[src/rtl/host_cmd_decoder_if.sv]
// Host-to-FPGA 32-bit write stream.
// The host side drives open/enable/data; the decoder returns full.
interface host_cmd_decoder_if;
    logic        WR_OPEN;
    logic        WR_EN;
    logic [31:0] WR_DATA;
    logic        WR_FULL;

    modport master (
        output WR_OPEN,
        output WR_EN,
        output WR_DATA,
        input  WR_FULL
    );

    modport slave (
        input  WR_OPEN,
        input  WR_EN,
        input  WR_DATA,
        output WR_FULL
    );
endinterface

[src/rtl/host_cmd_decoder.sv]
// Host command frame decoder: word FIFO, framing/checksum FSM,
// and the ADC readout configuration and run-control registers.
module host_cmd_decoder #(
    parameter int FIFO_DEPTH = 16,
    parameter int MAX_LEN    = 8
) (
    input  logic               CLK,
    input  logic               RST,
    host_cmd_decoder_if.slave  wr,
    output logic [6:0]         CH_EN,
    output logic [15:0]        ADC_CFG,
    output logic [9:0]         VETO_LIMIT,
    output logic               RUN,
    output logic               START_PULSE,
    output logic               CMD_OK,
    output logic               CMD_ERR,
    output logic [7:0]         ERR_CNT,
    output logic [7:0]         LAST_SEQ
);
    localparam int AW = $clog2(FIFO_DEPTH);
    localparam int CW = AW + 1;
    localparam logic [CW-1:0] FULL_N = CW'(FIFO_DEPTH);
    localparam logic [7:0] MAX_L    = 8'(MAX_LEN);
    localparam logic [7:0] SYNC     = 8'hA5;
    localparam logic [7:0] OP_WR    = 8'h01;
    localparam logic [7:0] OP_START = 8'h02;
    localparam logic [7:0] OP_STOP  = 8'h03;

    typedef struct packed {
        logic [7:0] sync;
        logic [7:0] op;
        logic [7:0] len;
        logic [7:0] seq;
    } hdr_t;

    typedef enum logic [1:0] {
        HUNT,
        PAYLOAD,
        TRAILER,
        EXEC
    } state_t;

    logic [31:0]   mem [FIFO_DEPTH];
    logic [AW-1:0] wr_ptr;
    logic [AW-1:0] rd_ptr;
    logic [CW-1:0] count;
    logic          push;
    logic          pop;
    logic          pop_req;
    logic          avail;
    logic [31:0]   word;
    hdr_t          hdr_w;

    state_t        state;
    state_t        state_d;
    logic [7:0]    op_q;
    logic [7:0]    len_q;
    logic [7:0]    seq_q;
    logic [7:0]    rem;
    logic [31:0]   csum;
    logic          match;
    logic          legal;
    logic [2:0]    vld;
    logic [6:0]    stg_ch;
    logic [15:0]   stg_cfg;
    logic [9:0]    stg_veto;

    logic hdr_take;
    logic pay_take;
    logic trl_take;
    logic hunt_err;
    logic exec_ok;
    logic exec_err;

    assign wr.WR_FULL = (count == FULL_N);
    assign push  = wr.WR_EN && wr.WR_OPEN && !wr.WR_FULL;
    assign avail = (count != '0);
    assign pop   = pop_req && avail;
    assign word  = mem[rd_ptr];
    assign hdr_w = word;

    always_ff @(posedge CLK) begin
        if (push) begin
            mem[wr_ptr] <= wr.WR_DATA;
        end
    end

    // Closing the stream empties the queue in one cycle.
    always_ff @(posedge CLK) begin
        if (RST || !wr.WR_OPEN) begin
            wr_ptr <= '0;
            rd_ptr <= '0;
            count  <= '0;
        end else begin
            if (push) wr_ptr <= wr_ptr + 1'b1;
            if (pop)  rd_ptr <= rd_ptr + 1'b1;
            if (push && !pop) begin
                count <= count + 1'b1;
            end else if (pop && !push) begin
                count <= count - 1'b1;
            end
        end
    end

    always_comb begin
        legal = 1'b0;
        unique case (1'b1)
            (op_q == OP_WR):    legal = 1'b1;
            (op_q == OP_START): legal = (len_q == 8'd0);
            (op_q == OP_STOP):  legal = (len_q == 8'd0);
            default:            legal = 1'b0;
        endcase
    end

    always_ff @(posedge CLK) begin
        if (RST) begin
            state <= HUNT;
        end else begin
            state <= state_d;
        end
    end

    always_comb begin
        state_d  = state;
        pop_req  = 1'b0;
        hdr_take = 1'b0;
        pay_take = 1'b0;
        trl_take = 1'b0;
        hunt_err = 1'b0;
        exec_ok  = 1'b0;
        exec_err = 1'b0;
        if (!wr.WR_OPEN) begin
            state_d = HUNT;
        end else begin
            unique case (state)
                HUNT: begin
                    pop_req = 1'b1;
                    if (avail && hdr_w.sync == SYNC) begin
                        hdr_take = 1'b1;
                        if (hdr_w.len > MAX_L) begin
                            hunt_err = 1'b1;
                        end else if (hdr_w.len == 8'd0) begin
                            state_d = TRAILER;
                        end else begin
                            state_d = PAYLOAD;
                        end
                    end
                end
                PAYLOAD: begin
                    pop_req = 1'b1;
                    if (avail) begin
                        pay_take = 1'b1;
                        if (rem == 8'd1) state_d = TRAILER;
                    end
                end
                TRAILER: begin
                    pop_req = 1'b1;
                    if (avail) begin
                        trl_take = 1'b1;
                        state_d  = EXEC;
                    end
                end
                EXEC: begin
                    exec_ok  = match && legal;
                    exec_err = !(match && legal);
                    state_d  = HUNT;
                end
                default: state_d = HUNT;
            endcase
        end
    end

    always_ff @(posedge CLK) begin
        if (RST) begin
            op_q        <= '0;
            len_q       <= '0;
            seq_q       <= '0;
            rem         <= '0;
            csum        <= '0;
            match       <= 1'b0;
            vld         <= '0;
            stg_ch      <= '0;
            stg_cfg     <= '0;
            stg_veto    <= '0;
            CH_EN       <= '0;
            ADC_CFG     <= '0;
            VETO_LIMIT  <= 10'd450;
            RUN         <= 1'b0;
            START_PULSE <= 1'b0;
            CMD_OK      <= 1'b0;
            CMD_ERR     <= 1'b0;
            ERR_CNT     <= '0;
            LAST_SEQ    <= '0;
        end else begin
            START_PULSE <= 1'b0;
            CMD_OK      <= 1'b0;
            CMD_ERR     <= 1'b0;
            if (!wr.WR_OPEN) begin
                vld <= '0;
            end
            if (hdr_take) begin
                op_q  <= hdr_w.op;
                len_q <= hdr_w.len;
                seq_q <= hdr_w.seq;
                rem   <= hdr_w.len;
                csum  <= word;
                vld   <= '0;
            end
            if (pay_take) begin
                csum <= csum ^ word;
                rem  <= rem - 8'd1;
                unique case (word[31:24])
                    8'd0: begin
                        stg_ch <= word[6:0];
                        vld[0] <= 1'b1;
                    end
                    8'd1: begin
                        stg_cfg <= word[15:0];
                        vld[1]  <= 1'b1;
                    end
                    8'd2: begin
                        stg_veto <= word[9:0];
                        vld[2]   <= 1'b1;
                    end
                    default: ;
                endcase
            end
            if (trl_take) begin
                match <= (word == csum);
            end
            if (exec_ok) begin
                CMD_OK   <= 1'b1;
                LAST_SEQ <= seq_q;
                if (op_q == OP_WR) begin
                    if (vld[0]) CH_EN      <= stg_ch;
                    if (vld[1]) ADC_CFG    <= stg_cfg;
                    if (vld[2]) VETO_LIMIT <= stg_veto;
                end
                if (op_q == OP_START) begin
                    RUN         <= 1'b1;
                    START_PULSE <= 1'b1;
                end
                if (op_q == OP_STOP) begin
                    RUN <= 1'b0;
                end
            end
            if (exec_err || hunt_err) begin
                CMD_ERR <= 1'b1;
                if (ERR_CNT != 8'hFF) ERR_CNT <= ERR_CNT + 8'd1;
            end
        end
    end
endmodule

[src/flat_wrapper.sv]
// flat-port wrapper written by rule: the top's interface ports become plain ports
module host_cmd_decoder_flat 
#(
    parameter int FIFO_DEPTH = 16,
    parameter int MAX_LEN    = 8
)
  (CLK, RST, CH_EN, ADC_CFG, VETO_LIMIT, RUN, START_PULSE, CMD_OK, CMD_ERR, ERR_CNT, LAST_SEQ, wr_WR_OPEN, wr_WR_EN, wr_WR_DATA, wr_WR_FULL);
  host_cmd_decoder_if wr_i ();
  input  logic CLK;
  input  logic RST;
  output logic [6:0] CH_EN;
  output logic [15:0] ADC_CFG;
  output logic [9:0] VETO_LIMIT;
  output logic RUN;
  output logic START_PULSE;
  output logic CMD_OK;
  output logic CMD_ERR;
  output logic [7:0] ERR_CNT;
  output logic [7:0] LAST_SEQ;
  input wire logic [$bits(wr_i.WR_OPEN)-1:0] wr_WR_OPEN;
  input wire logic [$bits(wr_i.WR_EN)-1:0] wr_WR_EN;
  input wire logic [$bits(wr_i.WR_DATA)-1:0] wr_WR_DATA;
  output wire logic [$bits(wr_i.WR_FULL)-1:0] wr_WR_FULL;
  assign wr_i.WR_OPEN = wr_WR_OPEN;
  assign wr_i.WR_EN = wr_WR_EN;
  assign wr_i.WR_DATA = wr_WR_DATA;
  assign wr_WR_FULL = wr_i.WR_FULL;
  host_cmd_decoder #(.FIFO_DEPTH(FIFO_DEPTH), .MAX_LEN(MAX_LEN)) u_core (.CLK(CLK), .RST(RST), .wr(wr_i), .CH_EN(CH_EN), .ADC_CFG(ADC_CFG), .VETO_LIMIT(VETO_LIMIT), .RUN(RUN), .START_PULSE(START_PULSE), .CMD_OK(CMD_OK), .CMD_ERR(CMD_ERR), .ERR_CNT(ERR_CNT), .LAST_SEQ(LAST_SEQ));
endmodule
[config.mk]
export PLATFORM = sky130hd
export DESIGN_NAME = host_cmd_decoder_flat
export DESIGN_NICKNAME = d
export VERILOG_FILES = /design/src/rtl/host_cmd_decoder_if.sv /design/src/rtl/host_cmd_decoder.sv /design/src/flat_wrapper.sv
export SDC_FILE = /design/constraint.sdc
export NUM_CORES = 1
export LEC_CHECK = 0
export ABC_CLOCK_PERIOD_IN_PS = 4700
export CAP_MARGIN = 15
export CORE_AREA = 2 2 280 282
export CTS_BUF_LIST = sky130_fd_sc_hd__clkbuf_8
export CTS_CLUSTER_DIAMETER = 50
export DETAILED_ROUTE_END_ITERATION = 16
export DIE_AREA = 0 0 282 284
export GPL_ROUTABILITY_DRIVEN = 0
export GPL_TIMING_DRIVEN = 0
export PLACE_DENSITY_LB_ADDON = 0.05
export SYNTH_ARGS = -nofsm -noshare
export SYNTH_HDL_FRONTEND = slang
export SYNTH_SLANG_ARGS = --single-unit
export TNS_END_PERCENT = 20
[constraint.sdc]
create_clock -name CLK -period 4.7 [get_ports CLK]
set_input_delay 0.705 -clock CLK [delete_from_list [all_inputs] [get_ports CLK]]
set_output_delay 0.705 -clock CLK [all_outputs]
set_load 0.05 [all_outputs]
==> impl_metrics.csv, run 1 <==
group,metric,value,unit
sta,fmax,224,MHz
clock_network,root_buffer,"clkbuf_8",
floorplanning,die-area,0.0801,mm2
drt,route.detailed.drc,0,
synthesis,netlist_area,0.0268,mm2
pwr,power_leakage,10.5,nW
pwr,p_sw,2.88,mW
pwr,pwr-share-clk,41.4,%
drt,drt_pass1_iterations,7,
min_path,hp-start,"u_core.ADC_CFG[10]$_SDFFE_PP0P_",
sta,maxSlewViolCount,0,
synthesis,synth_commonest_cells,"edfxtp_1, dfxtp_1, nor2_1, mux4_2, nand2_1",
finish,final_area,0.0319,mm2
clock_network,clockBufferDepth,3,
finish,syn2layout_area_growth,19.3,%
clock_network,clk_transition_reported_paths,0.06,ns
synthesis,synth_edf_count,512,
sta,setup_viol,0,
place,dpl_cell_area,0.0297,mm2
clock_network,h-tree-depth,3,
synthesis,yosysSeqAreaShare,70.4,%
synthesis,yosys_warnings,0,
synthesis,synth_most_common_cell,"edfxtp_1",
synthesis,yosys.area.top_type,"edfxtp_1",
floorplanning,start_util,34.8,%
clock_network,clock_sinks,685,
outcome,status,"finished, final reports clean",
run,maxCapViolations,0,
sta,worst_pin_slew,1.01,ns
pwr,vdd_ir_drop_max,0.193,mV
sta,rsz0062_at_grt,"no",
min_path,min_path_type,"reg2reg",
synthesis,synth-main-ff-cell,"edfxtp_1",
clock_network,cts-buffers-inserted,118,
critical_path,worstPathArrival,5.11,ns
sta,hold_viol_final,0,
drt,ant_nets,0,
synthesis,ys_async_sr_fraction,0,%
synthesis,synth_cells,1616,
sta,slew_headroom,32.5,%
drt,viasPerCell,4.99,
floorplanning,die_w,282,um
pwr,power,12.4,mW
pwr,power.internal,9.50,mW
critical_path,critPathCaptureType,"flip-flop",
drt,wl,72900,um
sta,finClkSkew,0.0374,ns
critical_path,cp_max_fo,10,
floorplanning,ioPinCount,90,
global_routing,grt.total_usage,18.4,%
clock_network,cts_tree,"yes",
sta,fin_crit_sh,95.1,%
global_routing,grt_antenna_before_repair,5,
global_routing,grt_pass1_wl,106000,um
finish,fillCellCount,7036,
critical_path,crit_required,5.34,ns
floorplanning,die_h,284,um
floorplanning,core_region_area,0.0770,mm2
finish,register_area,0.0188,mm2
synthesis,synth_top_area_share,57.5,%
place,hpwl,47400,um
finish,multi_input_area,0.00755,mm2
synthesis,synth_top_cells_by_area,"edfxtp_1, dfxtp_1, mux4_2",
critical_path,path_class,"reg2reg",
pwr,power_density,388,mW/mm2
critical_path,cpMaxStageDelayCell,"mux4_2",
pwr,pwr-share-seq,52.8,%
drt,vias,15000,
synthesis,ys_seq_elements,685,
finish,final_nets,1918,
critical_path,cp_slowest_stage_delay,0.70,ns
sta,tns,0,ns
pwr,swShare,23.3,%
floorplanning,num_rows,102,
synthesis,synthesis.nets,1670,
global_routing,overflow,0,
global_routing,grt_max_degree,20,
pwr,power_frac_comb,5.7,%
sta,finalCriticalPeriod,4.47,ns
drt,drtIter0Drc,1035,
synthesis,synth.avg_cell_area,16.6,um2
synthesis,netlist-cell-type-count,61,
clock_network,clk_latency,0.73,ns
global_routing,grt_pass1_vias,15600,
critical_path,crit_chain,"buf_2, buf_4, clkbuf_1, clkbuf_1, mux4_2, mux4_2, xor2_1, nor4_1, nand4_1, o21ai_1",
place,port_buffers,88,
drt,wl_per_cell,24.3,um
finish,layout-drive-gt1-share,19.8,%
critical_path,cp-start-kind,"flip-flop",
## timing repair
item,in CTS,in global routing
hold buffers,0,0
buffers inserted,0,0
setup endpoints to repair,1,17
resized for setup,0,3
## cell families (layout without fill, tap and decap cells)
logic type	after synthesis	after routing	synth area share, %
buffers and inverters	107	455	1.77
adders and majority gates	18	18	0.870
and+or+nand+nor	349	349	5.85
muxes	226	226	15.3
xor gates and xnor gates	42	42	1.37
other	0	1	0
DFF	685	685	70.4
AOI/OAI and AO/OA	189	189	4.39
## layer usage
metal | vias up | GRT usage, % | share of wire, %
met2 | 327 | 30.4 | 49
met5 | - | 0 | 0.056
li1 | 6822 | - | -
met1 | 7742 | 24.6 | 44
met3 | 93 | 3.50 | 4.7
met4 | 6 | 5.44 | 1.8
## per-stage QoR
stage	util [%]	setup slack, ns	hold slack [ns]	std cells
2_1_floorplan	-	0.564	0.432	1616
3_3_place_gp	37.6	-4.91	0.443	2744
3_5_place_dp	38.5	-0.0769	0.447	2784
4_1_cts	41.5	0.166	0.454	3003
5_1_grt	41.5	0.0379	0.473	3005
6_report	41.5	0.230	0.451	3005
## state kept, by name (all words and copies together) (netlist names), 5 cells and up, named ones only
signal / cells
u_core.rem: 8
u_core.VETO_LIMIT: 10
u_core.ERR_CNT: 8
u_core.mem: 512
u_core.len_q: 8
u_core.CH_EN: 7
u_core.stg_veto: 10
u_core.op_q: 8
u_core.seq_q: 8
u_core.ADC_CFG: 16
u_core.LAST_SEQ: 8
u_core.count: 5
u_core.csum: 32
u_core.stg_ch: 7
u_core.stg_cfg: 16
## power by group through the flow
stage | Sequential (mW) | Combinational [mW] | Clock (mW)
3_3_place_gp | 6.67 | 0.700 | 0
3_5_place_dp | 6.67 | 0.727 | 0
6_report | 6.54 | 0.709 | 5.13
2_1_floorplan | 6.67 | 0.431 | 0
5_1_grt | 6.54 | 0.779 | 5.58
4_1_cts | 6.54 | 0.729 | 5.31
## critical path: cells and delay by family, from the launching register on
kind,cells,cell delay [ns]
mux,2,1.12
xor+xnor,1,0.23
buf+inv,4,1.82
compound gates,1,0.15
simple gates,2,0.64
flops,1,0.40
## final cells by class
type                            instances  share of cell area, %
Clock buffer                          126                   5.43
Clock inverter                         94                   1.58
Sequential cell                       685                   59.0
Buffer                                 86                   1.24
Inverter                               20                  0.235
Antenna cell                            1                0.00784
Multi-Input combinational cell        824                   23.7
Tap cell                             1040                   4.08
Timing Repair Buffer                  129                   4.74
## cells in the final DEF, fill, tap and decap left out, types with 5 or more instances in the layout
cell,netlist,layout
a22oi_1,22,22
mux4_2,145,145
nor4_1,12,12
nor3_1,9,5
edfxtp_1,512,512
buf_1,9,8
ha_1,17,17
nand4_1,14,14
nand2_1,87,87
nor2_1,160,148
mux2i_1,71,71
clkbuf_8,0,126
nor2_4,0,12
a2111oi_0,5,5
nand2b_1,8,8
o21ai_0,18,18
and3_1,11,11
nand3_1,18,18
clkbuf_1,54,53
buf_6,6,24
xor2_1,17,17
xnor2_1,25,25
a21oi_1,81,81
a31oi_1,20,20
dfxtp_1,173,173
clkdlybuf4s50_1,0,88
a311oi_1,5,5
buf_2,15,15
inv_1,19,55
mux2_1,7,7
nor2b_1,12,12
o21ai_1,15,15
clkinv_2,0,20
buf_12,0,14
buf_4,2,5
clkinv_1,1,31
## worst paths after layout
check | slack (ns) | end | cells after the start
min | 0.45 | u_core.ADC_CFG[10]$_SDFFE_PP0P_ | 2
max | 0.23 | u_core.match$_SDFFE_PP0P_ | 10
max reg2reg | 0.23 | u_core.match$_SDFFE_PP0P_ | 10
min reg2reg | 0.45 | u_core.ADC_CFG[10]$_SDFFE_PP0P_ | 2
(Power assumes the default switching activity.)
==> run 2: changes to the inputs <==
--- a/config.mk
+++ b/config.mk
@@ -8,7 +8,7 @@
 export ABC_CLOCK_PERIOD_IN_PS = 4700
 export CAP_MARGIN = 15
 export CORE_AREA = 2 2 280 282
-export CTS_BUF_LIST = sky130_fd_sc_hd__clkbuf_8
+export CTS_BUF_LIST = sky130_fd_sc_hd__clkbuf_2
 export CTS_CLUSTER_DIAMETER = 50
 export DETAILED_ROUTE_END_ITERATION = 16
 export DIE_AREA = 0 0 282 284
==> impl_metrics.csv, run 2 (synthesis results as in run 1) <==
group,metric,value,unit
min_path,hp-start,"wr_WR_OPEN",
floorplanning,die_h,284,um
pwr,power_leakage,10.5,nW
floorplanning,ioPinCount,90,
sta,tns,0,ns
clock_network,clk_transition_reported_paths,0.10,ns
clock_network,h-tree-depth,4,
critical_path,crit_required,5.94,ns
finish,syn2layout_area_growth,17.4,%
sta,layout_setup_ws,0.294,ns
run,maxCapViolations,0,
floorplanning,core_region_area,0.0770,mm2
drt,drtIter0Drc,924,
critical_path,cp-start-kind,"flip-flop",
place,dp_worst_setup_slack,-0.0769,ns
finish,largest_registers,"u_core.mem (512), u_core.csum (32)",
finish,largest_register_ff_count,512,
sta,worst_pin_slew,1.00,ns
clock_network,root_buffer,"clkbuf_2",
clock_network,cts_tree,"yes",
clock_network,clk_latency,1.35,ns
global_routing,grt.total_usage,18.7,%
critical_path,critPathCaptureType,"flip-flop",
drt,wl,73600,um
global_routing,grt_pass1_vias,16300,
floorplanning,start_util,34.8,%
place,port_buffers,88,
sta,fin_crit_sh,93.7,%
floorplanning,num_rows,102,
drt,wl_per_cell,23.7,um
finish,largest-register,"u_core.mem",
clock_network,cts-buffers-inserted,181,
sta,rsz0062_at_grt,"no",
pwr,power_density,368,mW/mm2
global_routing,overflow,0,
outcome,status,"finished, final reports clean",
sta,finClkSkew,0.0971,ns
clock_network,clock_sinks,685,
min_path,min_path_type,"in2reg",
drt,route.detailed.drc,0,
drt,drt_pass1_iterations,5,
drt,vias,15400,
clock_network,clockBufferDepth,3,
drt,viasPerCell,4.96,
floorplanning,die-area,0.0801,mm2
global_routing,grt_antenna_before_repair,6,
pwr,vdd_ir_drop_max,0.176,mV
critical_path,cp_max_fo,10,
finish,final_common_cell,"edfxtp_1",
finish,final_cell_mix,"edfxtp_1, clkbuf_2, dfxtp_1",
critical_path,path_class,"reg2reg",
drt,ant_nets,0,
sta,fmax,227,MHz
floorplanning,die_w,282,um
critical_path,worstPathArrival,5.64,ns
global_routing,grt_pass1_wl,108000,um
finish,final_nets,1983,
finish,fillCellCount,7190,
place,hpwl,47400,um
sta,setup_viol,0,
finish,layout-drive-gt1-share,25.6,%
sta,maxSlewViolCount,0,
place,dpl_cell_area,0.0297,mm2
finish,final_area,0.0314,mm2
sta,finalCriticalPeriod,4.41,ns
sta,slew_headroom,33.2,%
global_routing,grt_max_degree,20,
sta,hold_viol_final,0,
[run 2: changes by cell type in the layout (fill, tap and decap cells not counted)]
cell,change
clkbuf_2,+280
clkbuf_8,-126
inv_8,-1
bufinv_16,+1
inv_6,+1
inv_1,-36
clkinv_2,-18
clkinv_1,-7
inv_2,+3
dlygate4sd3_1,+2
diode_2,+4
[run 2: cell type report]
cell class	instances	area (um2)	share of cell area, %
flip-flops and latches	685	18800	60.0
multi-input cells	824	7550	24.1
repair buffers	131	1530	4.88
clock buffers	280	1400	4.46
well taps	1040	1300	4.14
plain buffers	86	397	1.26
clock inverters	37	292	0.928
inverters	20	75.1	0.239
diodes	5	12.5	0.0398
[run 2: repair_timing]
item	in CTS	in global routing
gates cloned	0	0
gates resized for setup	0	3
setup buffers	0	0
endpoints found under the setup margin	1	27
hold endpoints to repair	8	0
hold buffers	2	0
[run 2: metrics by stage]
step | utilization, % | total power, mW | cells | hold slack [ns]
floorplan | - | 7.10 | 1616 | 0.432
global placement | 37.6 | 7.37 | 2744 | 0.443
detailed placement | 38.5 | 7.40 | 2784 | 0.447
CTS | 40.8 | 11.8 | 3102 | 0.0383
global route | 40.8 | 12.1 | 3108 | 0.0247
finish | 40.8 | 11.6 | 3108 | 0.202
[run 2: report_power, final]
part	leakage (nW)	internal [mW]	switching [mW]
registers	6.01	6.52	0.0140
logic	3.23	0.283	0.428
clock network	1.30	1.84	2.47
total	10.5	8.64	2.91
[run 2: final timing paths]
path                                endpoint  slack, ns  cells past startpoint
max                u_core.match$_SDFFE_PP0P_       0.29                     10
min                 u_core.CMD_OK$_SDFF_PP0_       0.20                      3
max reg2reg        u_core.match$_SDFFE_PP0P_       0.29                     10
min reg2reg  u_core.ADC_CFG[10]$_SDFFE_PP0P_       0.46                      2
[run 2: critical path, stage by stage (launching register included)]
cell and delay [ns]:
dfxtp_1 0.41, buf_2 0.32, buf_4 0.27, clkbuf_1 0.59
clkbuf_1 0.63, mux4_2 0.42, mux4_2 0.70, xor2_1 0.23
nor4_1 0.37, nand4_1 0.19, o21ai_1 0.14
[run 2: metal layers]
layer  vias up  global-route usage (%)  wire length [um]  part of all wire [%]
met5         -                       0                37                 0.050
li1       7036                       -                 -                     -
met4         6                    5.64              1270                   1.7
met2       397                    30.7             36400                    49
met1      7872                    24.6             32400                    44
met3       114                    4.24              3450                   4.7
==> run 3: changes to the inputs <==
--- a/config.mk
+++ b/config.mk
@@ -8,13 +8,12 @@
 export ABC_CLOCK_PERIOD_IN_PS = 4700
 export CAP_MARGIN = 15
 export CORE_AREA = 2 2 280 282
-export CTS_BUF_LIST = sky130_fd_sc_hd__clkbuf_2
+export CTS_BUF_LIST = sky130_fd_sc_hd__clkbuf_8
 export CTS_CLUSTER_DIAMETER = 50
 export DETAILED_ROUTE_END_ITERATION = 16
 export DIE_AREA = 0 0 282 284
 export GPL_ROUTABILITY_DRIVEN = 0
 export GPL_TIMING_DRIVEN = 0
-export PLACE_DENSITY_LB_ADDON = 0.05
 export SYNTH_ARGS = -nofsm -noshare
 export SYNTH_HDL_FRONTEND = slang
 export SYNTH_SLANG_ARGS = --single-unit
==> impl_metrics.csv, run 3 (synthesis results as in run 1) <==
group,metric,value,unit
clock_network,cts_tree,"yes",
floorplanning,die_w,282,um
critical_path,critPathCaptureType,"flip-flop",
clock_network,root_buffer,"clkbuf_8",
finish,syn2layout_area_growth,19.0,%
clock_network,cts-buffers-inserted,111,
finish,layout-drive-gt1-share,19.1,%
finish,fin_util,41.4,%
critical_path,path_class,"reg2reg",
finish,final_area,0.0318,mm2
drt,vias,15100,
place,hpwl,42900,um
drt,viasPerCell,5.05,
clock_network,cts_hold_buffers,0,
place,dpl_cell_area,0.0297,mm2
clock_network,clockBufferDepth,3,
sta,fin_crit_sh,94.8,%
sta,rsz0062_at_grt,"no",
critical_path,worstPathArrival,5.12,ns
drt,drtIter0Drc,1492,
clock_network,clock_sinks,685,
floorplanning,die_h,284,um
global_routing,grt_pass1_vias,15400,
critical_path,cp_max_fo,10,
sta,setup_viol,0,
finish,fillCellCount,6902,
drt,drt_pass1_iterations,5,
global_routing,grt.total_usage,16.5,%
clock_network,clk_transition_reported_paths,0.06,ns
floorplanning,core_region_area,0.0770,mm2
pwr,power_leakage,10.4,nW
drt,ant_nets,0,
min_path,min_path_type,"reg2reg",
clock_network,h-tree-depth,3,
place,dp_worst_setup_slack,0.0683,ns
clock_network,clk_latency,0.75,ns
finish,fin_cells,2989,
sta,worst_pin_slew,1.19,ns
sta,maxSlewViolCount,0,
place,dp_cells,2779,
floorplanning,num_rows,102,
drt,wl_per_cell,22.1,um
floorplanning,start_util,34.8,%
critical_path,r2r_slack,0.24,ns
pwr,vdd_ir_drop_max,0.195,mV
sta,layout_setup_ws,0.243,ns
global_routing,grt_antenna_before_repair,7,
sta,finalCriticalPeriod,4.46,ns
sta,fmax,224,MHz
floorplanning,die-area,0.0801,mm2
floorplanning,ioPinCount,90,
global_routing,grt_pass1_wl,97800,um
finish,final_common_cell,"edfxtp_1",
drt,wl,66000,um
outcome,status,"finished, final reports clean",
finish,largest_registers,"u_core.mem (512), u_core.csum (32)",
sta,hold_viol_final,0,
global_routing,overflow,0,
sta,slew_headroom,20.6,%
sta,finClkSkew,0.0639,ns
place,port_buffers,88,
finish,largest_register_ff_count,512,
pwr,power_density,384,mW/mm2
finish,final_nets,1906,
sta,timing.hold.ws,0.454,ns
finish,largest-register,"u_core.mem",
critical_path,crit_required,5.36,ns
drt,route.detailed.drc,0,
run,maxCapViolations,0,
global_routing,grt_max_degree,20,
finish,final_cell_mix,"edfxtp_1, dfxtp_1, nor2_1",
critical_path,cp-start-kind,"flip-flop",
-- run 3: changes by cell type in the layout (fill, tap and decap cells not counted), moves of 9 or more --
cell,change
clkbuf_2,-281
clkbuf_8,+121
inv_1,+29
clkinv_2,+10
buf_12,-9
clkinv_1,+10
-- run 3: per-layer routing --
metal / GRT usage (%) / share of wire (%) / routed length, um / vias up
li1: - / - / - / 6783
met1: 21.5 / 42 / 27700 / 7733
met2: 27.3 / 49 / 32400 / 459
met3: 3.66 / 6.6 / 4330 / 114
met4: 5.63 / 2.3 / 1500 / 8
met5: 0 / 0.077 / 51 / -
-- run 3: final timing paths --
kind                                                  endpoint                           start  cells after the start
worst min register to register  u_core.ADC_CFG[8]$_SDFFE_PP0P_  u_core.ADC_CFG[8]$_SDFFE_PP0P_                      2
worst min-delay path            u_core.ADC_CFG[8]$_SDFFE_PP0P_  u_core.ADC_CFG[8]$_SDFFE_PP0P_                      2
worst max register to register       u_core.match$_SDFFE_PP0P_                       flip-flop                     12
worst max-delay path                 u_core.match$_SDFFE_PP0P_                       flip-flop                     12
-- run 3: power breakdown --
part / internal [mW] / switching, mW / total [mW]
Clock: 2.61 / 2.39 / 5.00
Combinational: 0.278 / 0.411 / 0.689
Sequential: 6.53 / 0.0144 / 6.54
Total: 9.42 / 2.81 / 12.2
-- run 3: repair_timing --
action                                 CTS  global route
setup buffers                            0             0
endpoints found under the hold margin    0             0
resized for setup                        1             0
setup endpoints to repair                2             0
-- run 3: layout make-up --
cell class                      count  area [um2]  share of cell area (%)
Inverter                           20        75.1                   0.236
Sequential cell                   685       18800                    59.2
Antenna cell                        4        10.0                  0.0314
Multi-Input combinational cell    824        7560                    23.7
Tap cell                         1040        1300                    4.09
Clock buffer                      121        1670                    5.23
Buffer                             87         399                    1.25
Timing Repair Buffer              123        1490                    4.68
Clock inverter                     85         505                    1.59
-- run 3: stage by stage --
step            TNS, ns  total power [mW]
6_report              0              12.2
3_3_place_gp   -1025.98              7.34
4_1_cts               0              12.4
2_1_floorplan         0              7.10
5_1_grt               0              12.7
3_5_place_dp          0              7.36
-- run 3: critical path: stages (launching register included) --
cell,delay [ns]
dfxtp_1,0.37
buf_2,0.30
buf_4,0.26
buf_2,0.31
buf_1,0.65
clkbuf_1,0.58
mux4_2,0.41
mux4_2,0.59
xnor2_1,0.25
nand4_1,0.12
nor3_1,0.21
nand4_1,0.16
o21ai_1,0.14
